**src/rtl/serial_sub_pkg.sv**
```systemverilog
// Shared definitions for the digit-serial ripple-borrow subtractor.
package serial_sub_pkg;

  typedef enum logic [1:0] {
    IDLE = 2'd0,
    BUSY = 2'd1,
    DONE = 2'd2
  } state_t;

  function automatic int ndig(input int width, input int digit);
    return width / digit;
  endfunction

  // Counter must be able to hold NDIG itself, hence the +1.
  function automatic int cnt_w(input int width, input int digit);
    return $clog2(width / digit + 1);
  endfunction

endpackage

```
**src/rtl/serial_sub_digit.sv**
```systemverilog
// One DIGIT-wide ripple-borrow slice: d = x - y - bi, bo = (x < y + bi).
module sub_digit #(
  parameter int DIGIT = 8
) (
  input  logic [DIGIT-1:0] x,
  input  logic [DIGIT-1:0] y,
  input  logic             bi,
  output logic [DIGIT-1:0] d,
  output logic             bo
);

  logic [DIGIT:0] br;

  assign br[0] = bi;

  // Full-subtractor chain, the borrow counterpart of the adder's carry chain.
  for (genvar i = 0; i < DIGIT; i++) begin : g_bit
    assign d[i]    = x[i] ^ y[i] ^ br[i];
    assign br[i+1] = (~x[i] & y[i]) | (~(x[i] ^ y[i]) & br[i]);
  end

  assign bo = br[DIGIT];

endmodule

```
**src/rtl/serial_sub.sv**
```systemverilog
// Multi-cycle subtractor: diff = a - b - bin, DIGIT bits per clock, LSB digit first.
module serial_sub
  import serial_sub_pkg::*;
#(
  parameter int WIDTH = 64,
  parameter int DIGIT = 8
) (
  input  logic             clk,
  input  logic             rst,
  input  logic             in_valid,
  output logic             in_ready,
  input  logic [WIDTH-1:0] a,
  input  logic [WIDTH-1:0] b,
  input  logic             bin,
  output logic             out_valid,
  input  logic             out_ready,
  output logic [WIDTH-1:0] diff,
  output logic             bout
);

  localparam int NDIG  = ndig(WIDTH, DIGIT);
  localparam int CNT_W = cnt_w(WIDTH, DIGIT);

  if (WIDTH % DIGIT != 0) begin : g_width_chk
    $error("serial_sub: WIDTH must be an integer multiple of DIGIT");
  end

  state_t             state, state_nxt;
  logic [CNT_W-1:0]   cnt;
  logic [WIDTH-1:0]   a_sh, b_sh;
  logic               brw;
  logic [DIGIT-1:0]   d_slice;
  logic               bo_slice;
  logic               accept, last;

  assign in_ready  = (state == IDLE);
  assign out_valid = (state == DONE);
  assign accept    = in_valid && in_ready;
  assign last      = (state == BUSY) && (cnt == CNT_W'(NDIG - 1));

  sub_digit #(.DIGIT(DIGIT)) u_digit (
    .x  (a_sh[DIGIT-1:0]),
    .y  (b_sh[DIGIT-1:0]),
    .bi (brw),
    .d  (d_slice),
    .bo (bo_slice)
  );

  always_comb begin
    state_nxt = state;
    case (state)
      IDLE:    if (in_valid) state_nxt = BUSY;
      BUSY:    if (last) state_nxt = DONE;
      DONE:    if (out_ready) state_nxt = IDLE;
      default: state_nxt = IDLE;
    endcase
  end

  always_ff @(posedge clk or posedge rst) begin
    if (rst) begin
      state <= IDLE;
      cnt   <= '0;
      brw   <= 1'b0;
      diff  <= '0;
      bout  <= 1'b0;
    end else begin
      state <= state_nxt;
      if (accept) begin
        cnt  <= '0;
        brw  <= bin;
        diff <= '0;
      end else if (state == BUSY) begin
        brw <= bo_slice;
        cnt <= cnt + CNT_W'(1);
        for (int k = 0; k < NDIG; k++) begin
          if (int'(cnt) == k) diff[k*DIGIT +: DIGIT] <= d_slice;
        end
        if (last) bout <= bo_slice;
      end
    end
  end

  // Operand shifters: pure data, consumed one digit per BUSY clock.
  always_ff @(posedge clk) begin
    if (accept) begin
      a_sh <= a;
      b_sh <= b;
    end else if (state == BUSY) begin
      a_sh <= a_sh >> DIGIT;
      b_sh <= b_sh >> DIGIT;
    end
  end

endmodule
```
**config.mk**
```make
export PLATFORM = sky130hd
export DESIGN_NAME = serial_sub
export DESIGN_NICKNAME = d
export VERILOG_FILES = /design/src/rtl/serial_sub_pkg.sv /design/src/rtl/serial_sub_digit.sv /design/src/rtl/serial_sub.sv
export SDC_FILE = /design/constraint.sdc
export NUM_CORES = 1
export LEC_CHECK = 0
export ABC_AREA = 1
export BUFFER_PORTS_ARGS = -buffer_cell sky130_fd_sc_hd__buf_2
export CAP_MARGIN = 0
export CORE_MARGIN = 2
export CORE_UTILIZATION = 40
export DETAILED_ROUTE_END_ITERATION = 10
export HOLD_SLACK_MARGIN = 0.08
export PLACE_DENSITY = 0.68
export SYNTH_ARGS = -nofsm -noshare
export SYNTH_HDL_FRONTEND = slang
export SYNTH_HIERARCHICAL = 1
export SYNTH_SLANG_ARGS = --single-unit
```
**constraint.sdc**
```tcl
create_clock -name clk -period 3.77 [get_ports clk]
set_input_delay 0.377 -clock clk [delete_from_list [all_inputs] [get_ports clk]]
set_output_delay 0.377 -clock clk [all_outputs]
set_load 0.02 [all_outputs]
```
==> results.yml, run 1 <==
route:
  drc: 0
  ant_nets: 0
  drt-initial-drc-count: 364
  num_vias: 6333
  wl_per_cell_um: 13.56
  drtPass1Iterations: 4
  viasPerCell: 4.514
  finalWirelength_mm: 19.02
timing:
  layout_min_cycle_time_ns: 3.579
  finalMaxSlewViolations: 0
  fin_hold_ws_ns: 0.1573
  period_share_pct: 94.94
  max_freq_mhz: 279.4
  skew_ns: 0.01229
  rsz0062_at_grt: "false"
  tightest_slew_ns: 0.8966
  slew_headroom_pct: 40.23
  setup_viol: 0
  hold_viol: 0
cells_and_area:
  area_growth_pct: 20.89
  layout.cells.non_filler: 1403
  drive_gt1_share_pct: 25.04
  fin_nets: 1246
  final_common_cell: "nand2_1"
  fin_util_pct: 49.00
  fillers: 2009
  layout_common_cells: "506 x nand2_1, 199 x buf_2, 128 x edfxtp_1"
yosys:
  avgSynthCellArea_um2: 9.682
  synth_warnings: 6
  ys_types: 24
  synthCells: 908
  ys_seq_area_share_pct: 64.22
  syn_nets: 1053
  synth.cell_area_um2: 8791
  ys_seq_elements: 200
clock_tree:
  cts_tree: "built"
  clock_latency_ns: 0.43
  clock_path_buffers: 2
  htreeDepth: 4
  cts-root-buf: "clkbuf_16"
  clock-sinks: 200
  postCtsSetupBuffers: 0
  clk_pin_slew_ns: 0.07
  cts_made_buffers: 17
critical_path:
  rr_worst_depth: 15
  cp_num_buf_inv: 4
  cp.depth: 15
  crit_start: "b_sh[0]"
  worstSetupEndpoint: "diff[31]"
  crit_path_frequent_cell: "fa_2"
  cpPeakStageDelay_ns: 0.42
  required_ns: 4.08
  worst_path_max_delay_cell: "fa_1"
  worst_ep_arrival_time_ns: 3.89
  worst-path-max-fanout: 8
  cp_top_family: "adder cells"
  crit_type: "reg2reg"
  critPathCaptureType: "flip-flop"
  startpoint_type: "flip-flop"
  timing.rr.end: "diff[31]"
  r2r-start: "b_sh[0]"
  crit_chain: "inv_2 -> fa_1 -> inv_1 -> fa_2 -> fa_2 -> fa_2 -> fa_2 -> fa_2 -> fa_2 -> inv_1 -> fa_1 -> inv_2 -> nor2_4 -> nand2_1 -> nand2_1"
  r2r_slack_ns: 0.19
placement:
  io_buffers: 199
  hpwl_mm: 12.94
  place_congestion: 0.7734
  place_inst: 1361
power_and_ir_drop:
  power.density_nw_per_um2: 866.5
  leakagePower_uw: 0.005574
  ir_drop_v: 0.0003999
  power.total_uw: 9208
grt:
  track_usage_pct: 16.72
  gr-total-overflow: 0
  grt_start_max_net_pins: 84
  grt_pass1_vias: 6107
  grt_pass1_wl_mm: 31.03
  antenna_found_initial: 11
run_status:
  status: "completed"
min_path:
  hp-class: "in2reg"
floorplanning:
  core_area_um2: 21690
  die_w_um: 152.2
  ioPinCount: 200
  fp-row-count: 54
  initial_core_util_pct: 40.53
  die_y_um: 152.2
  dieArea_um2: 23180
run:
  cap_violations: 0
-- worst register-to-register path, delay by kind of cell, from the launching register on --
family | cells | cell delay, ns
fa+ha+maj | 8 | 2.62
buf+inv | 4 | 0.27
flops | 1 | 0.38
simple gates | 3 | 0.20
-- power by group --
part           total (uW)  switching (uW)  internal (uW)
clock network        1800             911            888
registers            3940             358           3580
logic                3470            2380           1090
-- per-layer routing --
layer	routed length (um)	share of wire (%)	track usage [%]
met2	9257	49	27.63
met4	378	2.0	5.474
met3	1507	7.9	6.598
met5	24	0.13	0
met1	7849	41	20.10
-- cell families (layout without fill, tap and decap cells) --
family / Yosys count / after routing / share of synthesized area, %
AO/OA/AOI/OAI: 6 / 6 / 0.3699
adder cells (fa/ha/maj): 12 / 12 / 2.391
buffers and inverters: 93 / 299 / 5.352
flip-flops: 200 / 200 / 64.22
other: 0 / 9 / 0
AND/OR/NAND/NOR: 597 / 597 / 27.67
-- worst min-delay path by stage --
stage / startpoint / cells past startpoint / endpoint / slack (ns)
4_1_cts: out_ready / 2 / state[1] / 0.14
3_5_place_dp: diff[48] / 2 / diff[48] / 0.45
3_3_place_gp: diff[49] / 2 / diff[49] / 0.45
6_report: out_ready / 2 / state[1] / 0.16
2_1_floorplan: brw / 2 / brw / 0.47
5_1_grt: out_ready / 2 / state[1] / 0.12
-- state kept, by name, summed over array words and instances (netlist names) --
| name | cells |
|---|---|
| b_sh | 64 |
| diff | 64 |
| state | 2 |
| a_sh | 64 |
| bout | 1 |
| brw | 1 |
| cnt | 4 |
-- area by class of cell --
type | count | area [um^2] | area share [%]
antenna | 9 | 22.52 | 0.2119
multi-input combinational | 615 | 2708 | 25.48
sequential | 200 | 5645 | 53.12
inverter | 59 | 240.2 | 2.260
clock buffer | 18 | 429.2 | 4.038
tap | 280 | 350.3 | 3.296
timing repair buffer | 208 | 1079 | 10.15
clock inverter | 14 | 153.9 | 1.448
-- synth_stat cells, drive strengths merged --
library cell	number	area share, %
nand2	513	22
edfxtp	128	44
dfrtp	72	20
inv	55	2.3
nand3	49	3.3
nor2	35	2.3
buf	34	2.7
fa	8	1.8
clkinv	4	0.34
ha	4	0.57
o21ai	4	0.23
a21oi	1	0.057
o31ai	1	0.085
-- what timing repair did --
| action | CTS | global route |
|---|---|---|
| hold endpoints to repair | 34 | 0 |
| gates cloned | 0 | 0 |
| endpoints found under the setup margin | 8 | 8 |
| hold buffers | 1 | 0 |
| gates resized for setup | 4 | 7 |
| pin swaps | 1 | 1 |
-- stage by stage --
step / setup slack, ns / instance area, um^2 / TNS [ns]
floorplan: 0.08184 / 8795 / 0
global placement: -0.1503 / 9987 / -1.148
detailed placement: -0.2274 / 9987 / -1.560
CTS: 0.008057 / 10590 / 0
global route: 0.01014 / 10620 / 0
finish: 0.1910 / 10630 / 0
Note: power is estimated with default switching activity, not from simulation.
==> run 2, diff against run 1 <==
CORE_MARGIN = 3   (was 2)
==> results.yml, run 2 (same netlist as run 1, synthesis figures left out) <==
clock_tree:
  cts-root-buf: "clkbuf_16"
  postCtsSetupBuffers: 0
  clock-sinks: 200
  clk_pin_slew_ns: 0.08
  cts_tree: "built"
  clock_latency_ns: 0.44
  clock_path_buffers: 2
  cts_hold_buf: 0
  htreeDepth: 4
  cts_made_buffers: 17
route:
  top_layer_used: "met5"
  drc: 0
  routed-wl-met3_mm: 1.740
  ant_nets: 0
  viasPerCell: 4.581
  num_vias: 6349
  drtPass1Iterations: 4
  wl_met1_mm: 8.090
  drt-initial-drc-count: 486
  met2_length_mm: 9.487
  finalWirelength_mm: 19.60
  wl_per_cell_um: 14.14
power_and_ir_drop:
  ir_drop_v: 0.0003415
  power.total_uw: 9349
  p_comb_share_pct: 37.5
  power.density_nw_per_um2: 879.9
  power_switching_share_pct: 39.57
  p_int_uw: 5650
  switchingPower_uw: 3700
  clkPwrFrac_pct: 20.3
  pwr-share-seq_pct: 42.2
  leakagePower_uw: 0.005580
min_path:
  hp-start: "out_ready"
  hp-class: "in2reg"
  min_to: "state[1]"
  hold_depth: 2
grt:
  antenna_found_initial: 10
  grt_pass1_vias: 6187
  gr-total-overflow: 0
  grt_start_max_net_pins: 116
  track_usage_pct: 16.61
  grt_pass1_wl_mm: 31.69
timing:
  setup_slack_ns: 0.07570
  finalMaxSlewViolations: 0
  layout_min_cycle_time_ns: 3.694
  period_share_pct: 97.99
  skew_ns: 0.01904
  rsz0062_at_grt: "true"
  slew_headroom_pct: 35.44
  setup_viol: 0
  tightest_slew_ns: 0.9669
  hold_viol: 0
  max_freq_mhz: 270.7
cells_and_area:
  fin_util_pct: 49.91
  layout_common_cells: "507 x nand2_1, 199 x buf_2, 128 x edfxtp_1"
  fin_nets: 1241
  final_common_cell: "nand2_1"
  drive_gt1_share_pct: 24.89
  area_growth_pct: 20.87
  layout.cells.non_filler: 1386
  finalInstanceArea_um2: 10630
  reg_top3: "a_sh: 64 flops, b_sh: 64 flops, diff: 64 flops"
critical_path:
  critPathCaptureType: "flip-flop"
  startpoint_type: "flip-flop"
  crit_path_frequent_cell: "fa_2"
  cpPeakStageDelay_ns: 0.41
  worst-path-max-fanout: 8
  worst_path_max_delay_cell: "fa_1"
  r2r_slack_ns: 0.08
  required_ns: 4.08
  r2r-start: "b_sh[0]"
  worst_ep_arrival_time_ns: 4.01
  timing.rr.end: "diff[7]"
  rr_worst_depth: 15
  crit_type: "reg2reg"
  crit_chain: "inv_2 -> fa_1 -> inv_1 -> fa_2 -> fa_2 -> fa_2 -> fa_2 -> fa_2 -> fa_2 -> inv_2 -> fa_1 -> inv_2 -> nor2_4 -> nand2_1 -> nand2_1"
placement:
  place_area_um2: 9976
  place_ws_ns: -0.1910
  hpwl_mm: 13.28
  io_buffers: 199
  place_inst: 1352
  place_congestion: 0.8043
floorplanning:
  initial_core_util_pct: 41.30
  core_area_um2: 21290
  die_w_um: 154.2
  fp-row-count: 53
  ioPinCount: 200
  die_y_um: 154.2
  dieArea_um2: 23790
run:
  cap_violations: 0
run_status:
  status: "completed"
run 2: cell count changes in the layout (fill, tap and decap cells not counted), moves of 2 or more:
cell,delta
diode_2,-7
buf_4,-6
buf_12,+2
clkinvlp_4,-2
run 2: what timing repair did:
action	in CTS	in global routing
setup endpoints to repair	8	8
cloned	0	0
pin swaps	1	4
gates resized for setup	5	6
run 2: worst max path at each step:
stage,from,endpoint
after floorplan,b_sh[0],diff[39]
final,b_sh[0],diff[7]
after CTS,b_sh[0],diff[7]
after global placement,b_sh[0],diff[47]
after global routing,b_sh[0],diff[7]
after detailed placement,b_sh[0],diff[23]
run 2: routing by layer:
metal / vias to the layer above / track usage, %
met2: 184 / 27.04
li1: 3224 / -
met1: 2896 / 20.64
met5: - / 0
met3: 29 / 7.555
met4: 16 / 3.322
run 2: through the flow:
step / TNS (ns) / hold slack, ns
floorplan: 0 / 0.4651
global placement: -0.9493 / 0.4490
detailed placement: -1.427 / 0.4533
CTS: 0 / 0.1164
global route: -0.5177 / 0.1325
finish: 0 / 0.1474
run 2: critical path: cells and delay by family, from the launching register on:
family / cells / cell delay (ns)
adder cells (fa/ha/maj): 8 / 2.71
AND/OR/NAND/NOR: 3 / 0.21
buffers and inverters: 4 / 0.27
flip-flops: 1 / 0.39
run 2: layout make-up:
type	count	area [um^2]
diodes	2	5.005
repair buffers	203	1064
well taps	275	344.1
clock inverters	15	196.4
multi-input cells	615	2705
fillers	1994	10660
flip-flops and latches	200	5645
inverters	59	240.2
clock buffers	17	425.4
run 2: power by group through the flow:
stage	Sequential, uW	Combinational (uW)	Clock, uW
floorplan	4210	2230	0
global placement	3960	3380	0
detailed placement	4000	3490	0
CTS	3950	3520	1940
global route	4050	3990	2020
finish	3950	3500	1900
